===== src/rtl/mux41_arb_pkg.sv =====
// Shared constants, state encoding and grant helper for the round-robin
// 4:1 mux arbiter.
package mux41_arb_pkg;

   localparam int NUM_REQ = 4;
   localparam int SEL_W   = 2;

   typedef enum logic {
      IDLE = 1'b0,
      BUSY = 1'b1
   } arb_state_e;

   function automatic logic [NUM_REQ-1:0] onehot_of(input logic [SEL_W-1:0] idx);
      logic [NUM_REQ-1:0] oh;
      oh      = 4'b0000;
      oh[idx] = 1'b1;
      return oh;
   endfunction

endpackage


===== src/rtl/rr_pick.sv =====
// Combinational round-robin winner search starting at ptr, optionally
// skipping one index (the current owner during a forced rotation).
module rr_pick
   import mux41_arb_pkg::*;
(
   input  logic [NUM_REQ-1:0] req,
   input  logic [SEL_W-1:0]   ptr,
   input  logic               excl_en,
   input  logic [SEL_W-1:0]   excl_idx,
   output logic               found,
   output logic [SEL_W-1:0]   idx
);

   logic [NUM_REQ-1:0] elig_s;
   logic [NUM_REQ-1:0] rot_s;
   logic [SEL_W-1:0]   off_s;

   // Rotate eligible requests so bit 0 is the ptr position, then take the lowest set bit.
   always_comb begin
      elig_s = req & ~(excl_en ? onehot_of(excl_idx) : 4'b0000);
      rot_s  = elig_s;
      off_s  = 2'd0;
      case (ptr)
         2'd0:    rot_s = elig_s;
         2'd1:    rot_s = {elig_s[0],   elig_s[3:1]};
         2'd2:    rot_s = {elig_s[1:0], elig_s[3:2]};
         2'd3:    rot_s = {elig_s[2:0], elig_s[3]};
         default: rot_s = elig_s;
      endcase
      casez (rot_s)
         4'b???1: off_s = 2'd0;
         4'b??10: off_s = 2'd1;
         4'b?100: off_s = 2'd2;
         4'b1000: off_s = 2'd3;
         default: off_s = 2'd0;
      endcase
      found = |elig_s;
      idx   = ptr + off_s;
   end

endmodule


===== src/rtl/mux41_rr_arbiter.sv =====
// Round-robin arbiter with hold limit driving a registered 4:1 mux; grant,
// select, data and valid are all registered.
module mux41_rr_arbiter
   import mux41_arb_pkg::*;
#(
   parameter int WIDTH    = 1,
   parameter int MAX_HOLD = 4
) (
   input  logic               clk,
   input  logic               rst_n,
   input  logic [3:0]         req,
   input  logic [WIDTH-1:0]   a,
   input  logic [WIDTH-1:0]   b,
   input  logic [WIDTH-1:0]   c,
   input  logic [WIDTH-1:0]   d,
   output logic [3:0]         gnt,
   output logic               s1,
   output logic               s0,
   output logic [WIDTH-1:0]   out,
   output logic               valid
);

   localparam int HW = $clog2(MAX_HOLD + 1);
   localparam logic [HW-1:0] HOLD_MAX = HW'(MAX_HOLD);
   localparam logic [HW-1:0] HOLD_ONE = HW'(1);

   arb_state_e         state_q, state_d;
   logic [SEL_W-1:0]   ptr_q, ptr_d;
   logic [HW-1:0]      hold_q, hold_d;
   logic [NUM_REQ-1:0] gnt_q, gnt_d;
   logic [SEL_W-1:0]   sel_q, sel_d;
   logic [WIDTH-1:0]   out_q, out_d;
   logic               valid_q, valid_d;

   logic               found_s;
   logic [SEL_W-1:0]   pick_idx_s;
   logic               arb_s;
   logic [WIDTH-1:0]   mux_s;

   // In BUSY the owner is always excluded; on a release it is not requesting anyway.
   rr_pick u_pick (
      .req      (req),
      .ptr      (ptr_q),
      .excl_en  (state_q == BUSY),
      .excl_idx (sel_q),
      .found    (found_s),
      .idx      (pick_idx_s)
   );

   // Next-state: arbitrate from IDLE, on owner release, or when the hold limit is reached.
   always_comb begin
      state_d = state_q;
      ptr_d   = ptr_q;
      hold_d  = hold_q;
      gnt_d   = gnt_q;
      sel_d   = sel_q;
      arb_s   = 1'b1;
      case (state_q)
         IDLE:    arb_s = 1'b1;
         BUSY:    arb_s = !req[sel_q] || (hold_q == HOLD_MAX);
         default: arb_s = 1'b1;
      endcase
      if (arb_s) begin
         if (found_s) begin
            state_d = BUSY;
            gnt_d   = onehot_of(pick_idx_s);
            sel_d   = pick_idx_s;
            ptr_d   = pick_idx_s + 2'd1;
            hold_d  = HOLD_ONE;
         end else if (state_q == BUSY && !req[sel_q]) begin
            state_d = IDLE;
            gnt_d   = 4'b0000;
            hold_d  = '0;
         end else begin
            // Stay idle, or keep a lone owner with the counter saturated.
            hold_d  = hold_q;
         end
      end else begin
         hold_d = hold_q + HOLD_ONE;
      end
   end

   // Datapath: sample the selected source while a grant is active, else hold.
   always_comb begin
      mux_s = a;
      case (sel_q)
         2'd0:    mux_s = a;
         2'd1:    mux_s = b;
         2'd2:    mux_s = c;
         2'd3:    mux_s = d;
         default: mux_s = a;
      endcase
      valid_d = |gnt_q;
      out_d   = valid_d ? mux_s : out_q;
   end

   // State, arbitration and output registers.
   always_ff @(posedge clk or negedge rst_n) begin
      if (!rst_n) begin
         state_q <= IDLE;
         ptr_q   <= 2'd0;
         hold_q  <= '0;
         gnt_q   <= 4'b0000;
         sel_q   <= 2'd0;
         out_q   <= '0;
         valid_q <= 1'b0;
      end else begin
         state_q <= state_d;
         ptr_q   <= ptr_d;
         hold_q  <= hold_d;
         gnt_q   <= gnt_d;
         sel_q   <= sel_d;
         out_q   <= out_d;
         valid_q <= valid_d;
      end
   end

   assign gnt   = gnt_q;
   assign s1    = sel_q[1];
   assign s0    = sel_q[0];
   assign out   = out_q;
   assign valid = valid_q;

endmodule


===== config.mk =====
export PLATFORM = sky130hd
export DESIGN_NAME = mux41_rr_arbiter
export DESIGN_NICKNAME = d
export VERILOG_FILES = /design/src/rtl/mux41_arb_pkg.sv /design/src/rtl/rr_pick.sv /design/src/rtl/mux41_rr_arbiter.sv
export SDC_FILE = /design/constraint.sdc
export NUM_CORES = 1
export LEC_CHECK = 0
export BUFFER_PORTS_ARGS = -buffer_cell sky130_fd_sc_hd__buf_4
export CAP_MARGIN = 25
export CORE_MARGIN = 2
export CORE_UTILIZATION = 55
export CTS_CLUSTER_DIAMETER = 150
export CTS_CLUSTER_SIZE = 20
export DETAILED_ROUTE_END_ITERATION = 8
export PLACE_DENSITY = 0.78
export REMOVE_ABC_BUFFERS = 1
export SLEW_MARGIN = 20
export SYNTH_ARGS = -nofsm -noshare
export SYNTH_HDL_FRONTEND = slang
export SYNTH_SLANG_ARGS = --single-unit

===== constraint.sdc =====
create_clock -name clk -period 3.36 [get_ports clk]
set_input_delay 0 -clock clk [delete_from_list [all_inputs] [get_ports clk]]
set_output_delay 0 -clock clk [all_outputs]
set_load 0.02 [all_outputs]

* Yosys cells after proc, flatten, opt, wreduce, memory -nomap -nowiden *
Cells that the tools add are included.

storage, ports and cells
  ROM bits = 0
  word-level logic and storage cells = 58
  bits in latches = 0
  bits in writable memories = 0
  bits in registers = 14
  input bits = 10
  memories kept = 0
  output and inout bits = 8

operators by class
  $mul = 0
  muxes and demuxes = 18
  add/subtract/negate cells = 3
  magnitude comparators = 4
  reductions and logical operators = 12
  shift operators = 0
  divide/modulo/power cells = 0
  equal/unequal tests = 11
  bitwise operators = 3

operators by type and width
  operator                                                                             count
  4-bit case mux with 4 select lines                                                   1
  4-bit 2-to-1 mux                                                                     3
  2-bit == test, second input constant                                                 5
  3-bit 2-to-1 mux                                                                     3
  4-bit OR reduction                                                                   2
  3-bit == test, second input constant                                                 2
  2-bit by 3-bit < comparator with 1-bit output, second input constant                 2
  2-bit case mux with 3 select lines                                                   1
  1-bit 2-to-1 mux                                                                     5
  4-bit bitwise AND                                                                    1
  1-bit demux with 2-bit select                                                        2
  2-bit by 1-bit == test with 1-bit output, second input constant                      2
  4-bit == test, second input constant                                                 1
  2-bit by 1-bit greater-or-equal comparator with 1-bit output, second input constant  2
  2-bit logical NOT                                                                    2
  4-bit inverter                                                                       1
  1-bit case mux with 4 select lines                                                   1
  2-bit AND reduction                                                                  2
  3-bit by 1-bit adder with 3-bit output, second input constant                        1
  1-bit logical AND                                                                    3
  3-bit by 2-bit inequality test with 1-bit output, second input constant              1
  2-bit by 1-bit adder with 2-bit output, second input constant                        1
  2-bit adder                                                                          1
  1-bit binary-select mux with 2-bit select                                            1
  5 further kinds                                                                      5

* Longest topological paths before layout *
  word-level depth = 16
  depth in mapped cells = 14

* Cells and area by module *
A second synthesis with hierarchy kept.

unflattened totals
  cell total of the unflattened synthesis = 98
  area, all modules = 1041.0 um2

modules (own cells, without submodules)
  module            cells each  times used  area an instance (um2)
  mux41_rr_arbiter  57          1           745.7
  rr_pick           41          1           295.3

* Least setup slack after synthesis *
Ideal clock, no wire load.

  kind = register -> register
  start point = register sel_q[0]
  end point = register ptr_q[1]
  period minus slack after synthesis = 2480 ps
  required time = 3283 ps
  slack = 880 ps
  arrival = 2402 ps
  library setup time = 77 ps
  stages on the path, launching flop included = 13
  cell sequence = dfrtp_1 -> or3b_4 -> nor2_1 -> or2_2 -> nor2_1 -> a21oi_1 -> o21ai_0 -> ha_1 -> xnor2_1 -> xnor2_2 -> inv_1 -> ha_1 -> a21oi_1

between the ends
  longest elaborated chain between the ends = 12
  elaborated cells between the ends (all ways) = 22

RTL lines
  item                                                                                                                                                        RTL line                 text
  from (decl)                                                                                                                                                 mux41_rr_arbiter.sv:31   logic [SEL_W-1:0] sel_q, sel_d;
  from (signal assigned)                                                                                                                                      mux41_rr_arbiter.sv:112  sel_q <= sel_d;
  2-bit by 3-bit < comparator with 1-bit output (implied by the code) / 2-bit by 1-bit greater-or-equal comparator with 1-bit output (equally long branches)  mux41_arb_pkg.sv:16      oh[idx] = 1'b1;
  1-bit logical AND (implied by the code)                                                                                                                     mux41_arb_pkg.sv:16
  1-bit 2-to-1 mux (implied by the code)                                                                                                                      mux41_arb_pkg.sv:16
  1-bit demux with 2-bit select (*)                                                                                                                           -
  4-bit 2-to-1 mux (*)                                                                                                                                        rr_pick.sv:20            elig_s = req & ~(excl_en ? onehot_of(excl_idx) : 4'b0000);
  4-bit inverter (*)                                                                                                                                          rr_pick.sv:20
  4-bit bitwise AND (*)                                                                                                                                       rr_pick.sv:20
  4-bit case mux with 4 select lines (*)                                                                                                                      rr_pick.sv:23            case (ptr)
  4-bit == test, or another cell as far along                                                                                                                 rr_pick.sv:30            casez (rot_s)
  2-bit case mux with 3 select lines (*)                                                                                                                      rr_pick.sv:30
  2-bit adder (*)                                                                                                                                             rr_pick.sv:38            idx = ptr + off_s;
  net pick_idx_s[1]                                                                                                                                           mux41_rr_arbiter.sv:36   logic [SEL_W-1:0] pick_idx_s;
  2-bit by 1-bit adder with 2-bit output (*)                                                                                                                  mux41_rr_arbiter.sv:68   ptr_d = pick_idx_s + 2'd1;
  to (signal assigned)                                                                                                                                        mux41_rr_arbiter.sv:109  ptr_q <= ptr_d;
  to (decl)                                                                                                                                                   mux41_rr_arbiter.sv:28   logic [SEL_W-1:0] ptr_q, ptr_d;

The timed path passes the listed nets; every way through them passes the cells marked *. The select of a mux whose other input is x is not followed.
A chain may end at the register's enable or synchronous reset.

* Worst setup path in the final report *
Same ends and word-level chain as after synthesis.

==> qor.txt <==
Status - finished clean
Drt first pass iters - 4
Final hold viol count - 0
Placer Congestion - 0.9244
Max Cap Viol - 0
Power per cell area - 1100 nW/um2
Vias/cell - 6.000
Clock buffer count from CTS - 3
Crit path largest cell delay - 0.56 ns
Initial antenna violation count - 0
# setup viols final - 0
Initial Utilization - 0.5671
Routed WL per cell - 14.87 um
Cts hold-fix bufs - 1
Critical path type - register to register
DP HPWL - 1.781 mm
Drc violations - 0
Transition time of the tightest slew-check pin - 0.4934 ns
Port bufs - 17
Critical Path End Type - register
TritonCTS clock tree - built
Nets@finish - 150
DR vias - 960
CP Launch Type - register
Clock Latency Late Sink - 0.27 ns
Worst r2r dst - ptr_q[1]$_DFFE_PN0P_
Logic pwr share - 0.646
Area Growth Syn to Fin - 13.81%
Register area share after synthesis - 0.3248
Hold/Removal Path Class - input pin to asynchronous set/reset pin
Largest net degree at the start of global routing - 16
Initial drt markers - 29
Flops & latches, synth - 14
Switching Fraction - 0.4726
Fmax - 0.3631 GHz
Internal power - 711.9 uW
# fillers - 168
Post-Syn Area - 1079 um2
CTS clk-pin slew, worst paths - 0.08 ns
Die Y - 48.28 um
CP max-delay cell - dfrtp_1
Sequential share of power - 0.284
Final setup margin - 0.6062 ns
Synth Warn # - 0
Core ar. - 1902 um2
FP Rows - 16
Antenna Cells - 0
Htree depth - 1
Final Max Slew Viols - 0
Worst-path fanout max - 15
Chip Width - 48.28 um
Vias in the first global route - 796
Post_cts resized - 0
Cell depth of the worst flop-to-flop path - 12
Clock share of power - 0.070
Largest delay share family, worst path - simple AND/OR/NAND/NOR gates
Synth cell types - 43
Layout cell share with drive strength beyond 1 - 0.2632
Clk_skew - 0.001166 ns
Final worst path period need - 2.754 ns
TNS Setup - 0 ns
Unrepaired setup endpoints after global routing - false
Global-route wire length before repair - 3.560 mm
Setup WS pre-CTS - 0.6521 ns
CTS root buf - clkbuf_4
Worst Path Buf+Inv - 1
Post-DRT Antenna Nets - 0
Hold slack - 0.1072 ns
Post CTS Setup Buffer Count - 0
Largest cells by area after synthesis - dfrtp_1 (32%), ha_1 (5.8%), a21oi_1 (5.6%)
Global Route Usage Sum - 0.2202
Final worst path period share - 0.8196
Synth area leader - dfrtp_1
Worst Path Required - 3.57 ns
GRT Residual Overflow - 0
Sink Count - 14
Leakage power - 0.5465 nW
Worst R2R Setup Slack - 0.61 ns
Post-Route WL - 2.379 mm
IO Pins - 18
Max_slew headroom - 0.6711
Critical Path, Cell by Cell - or3b_4, nor2_1, or2_2, nor2_1, a21oi_1, o21ai_0, ha_1, xnor2_1, xnor2_2, inv_1, ha_1, a21oi_1
Synth top area share - 0.3248
Worst r2r src - sel_q[0]$_DFFE_PN0P_
Net Switching - 637.8 uW
Syn Inst Count - 118
Max IR drop VDD - 0.0008096 V
Mean Syn Cell Area - 9.140 um2
Max clock buf depth - 2
Worst Path Arrival - 2.96 ns
Die area - 2331 um2
==> state kept, by name, summed over array words and instances (netlist names) <==
name	count
valid	1
gnt	4
state_q	1
sel_q	2
hold_q	3
out	1
ptr_q	2
==> placed cells by master, fill, tap and decap left out, types with 3 or more instances in the layout <==
master	n
ha_1	5
o21ai_0	3
buf_4	17
inv_1	10
a21oi_1	12
nor3_1	4
mux2_2	3
clkbuf_4	3
dfrtp_1	14
o22ai_1	3
nand2_1	10
nor2_1	9
==> metrics by stage <==
stage               std cells  power [mW]    util  cell area (um2)
CTS                       160       1.348  0.6454             1227
global route              160       1.474  0.6454             1227
floorplan                 112       1.022       -             1033
detailed placement        156       1.251  0.6283             1195
global placement          156       1.219  0.6283             1195
finish                    160       1.350  0.6454             1227
==> Yosys cell counts, drive strengths merged <==
cell,number
o31ai,1
a31oi,2
o2111ai,3
o22ai,4
mux2,4
a311oi,1
and2,2
or4,1
nor2,9
o211ai,2
a31o,1
nand2b,2
mux4,2
buf,5
nand2,10
nor3,4
o21a,2
nand3,2
a21o,1
nand4,2
xnor2,2
and2b,1
a211oi,2
or3b,1
mux2i,1
dfrtp,14
or2,1
a21oi,13
a32o,1
clkbuf,1
o21ai,3
o311a,1
nand3b,2
ha,5
inv,10
==> cell type report <==
type	count	area (um2)	share of cell area
clock buffer	3	22.52	0.01835
inverter	10	37.54	0.03058
tap	27	33.78	0.02752
timing repair buffer	18	137.6	0.1121
sequential	14	350.3	0.2854
multi-input combinational	88	645.6	0.5260
==> layer usage <==
layer,share of wire,wire length (um),vias up,global-route usage
met5,0,0,-,0
met4,0.0088,21,0,0.05405
met3,0.056,134,4,0.06296
met2,0.50,1190,32,0.3526
met1,0.43,1033,462,0.2933
li1,-,-,462,-
==> power by group through the flow <==
stage / logic (mW) / registers, mW / clock network, mW
finish: 0.872 / 0.383 / 0.0949
global route: 0.974 / 0.399 / 0.101
CTS: 0.871 / 0.381 / 0.0957
detailed placement: 0.866 / 0.384 / 0
global placement: 0.841 / 0.377 / 0
floorplan: 0.618 / 0.405 / 0
==> cells by family after synthesis <==
group | share of synthesized area
buf+inv | 0.07657
simple gates | 0.1740
compound gates | 0.2471
xor+xnor | 0.02321
mux | 0.09628
fa+ha+maj | 0.05800
flops | 0.3248
==> how the worst max path moves through the flow <==
stage / start / to / depth (start not counted)
after floorplan: sel_q[0]$_DFFE_PN0P_ / ptr_q[1]$_DFFE_PN0P_ / 12
after global placement: sel_q[0]$_DFFE_PN0P_ / ptr_q[1]$_DFFE_PN0P_ / 12
after detailed placement: sel_q[0]$_DFFE_PN0P_ / ptr_q[1]$_DFFE_PN0P_ / 12
after CTS: sel_q[0]$_DFFE_PN0P_ / ptr_q[1]$_DFFE_PN0P_ / 12
after global routing: sel_q[0]$_DFFE_PN0P_ / ptr_q[1]$_DFFE_PN0P_ / 12
final: sel_q[0]$_DFFE_PN0P_ / ptr_q[1]$_DFFE_PN0P_ / 12
No activity file was read; power rests on OpenSTA's default activity.
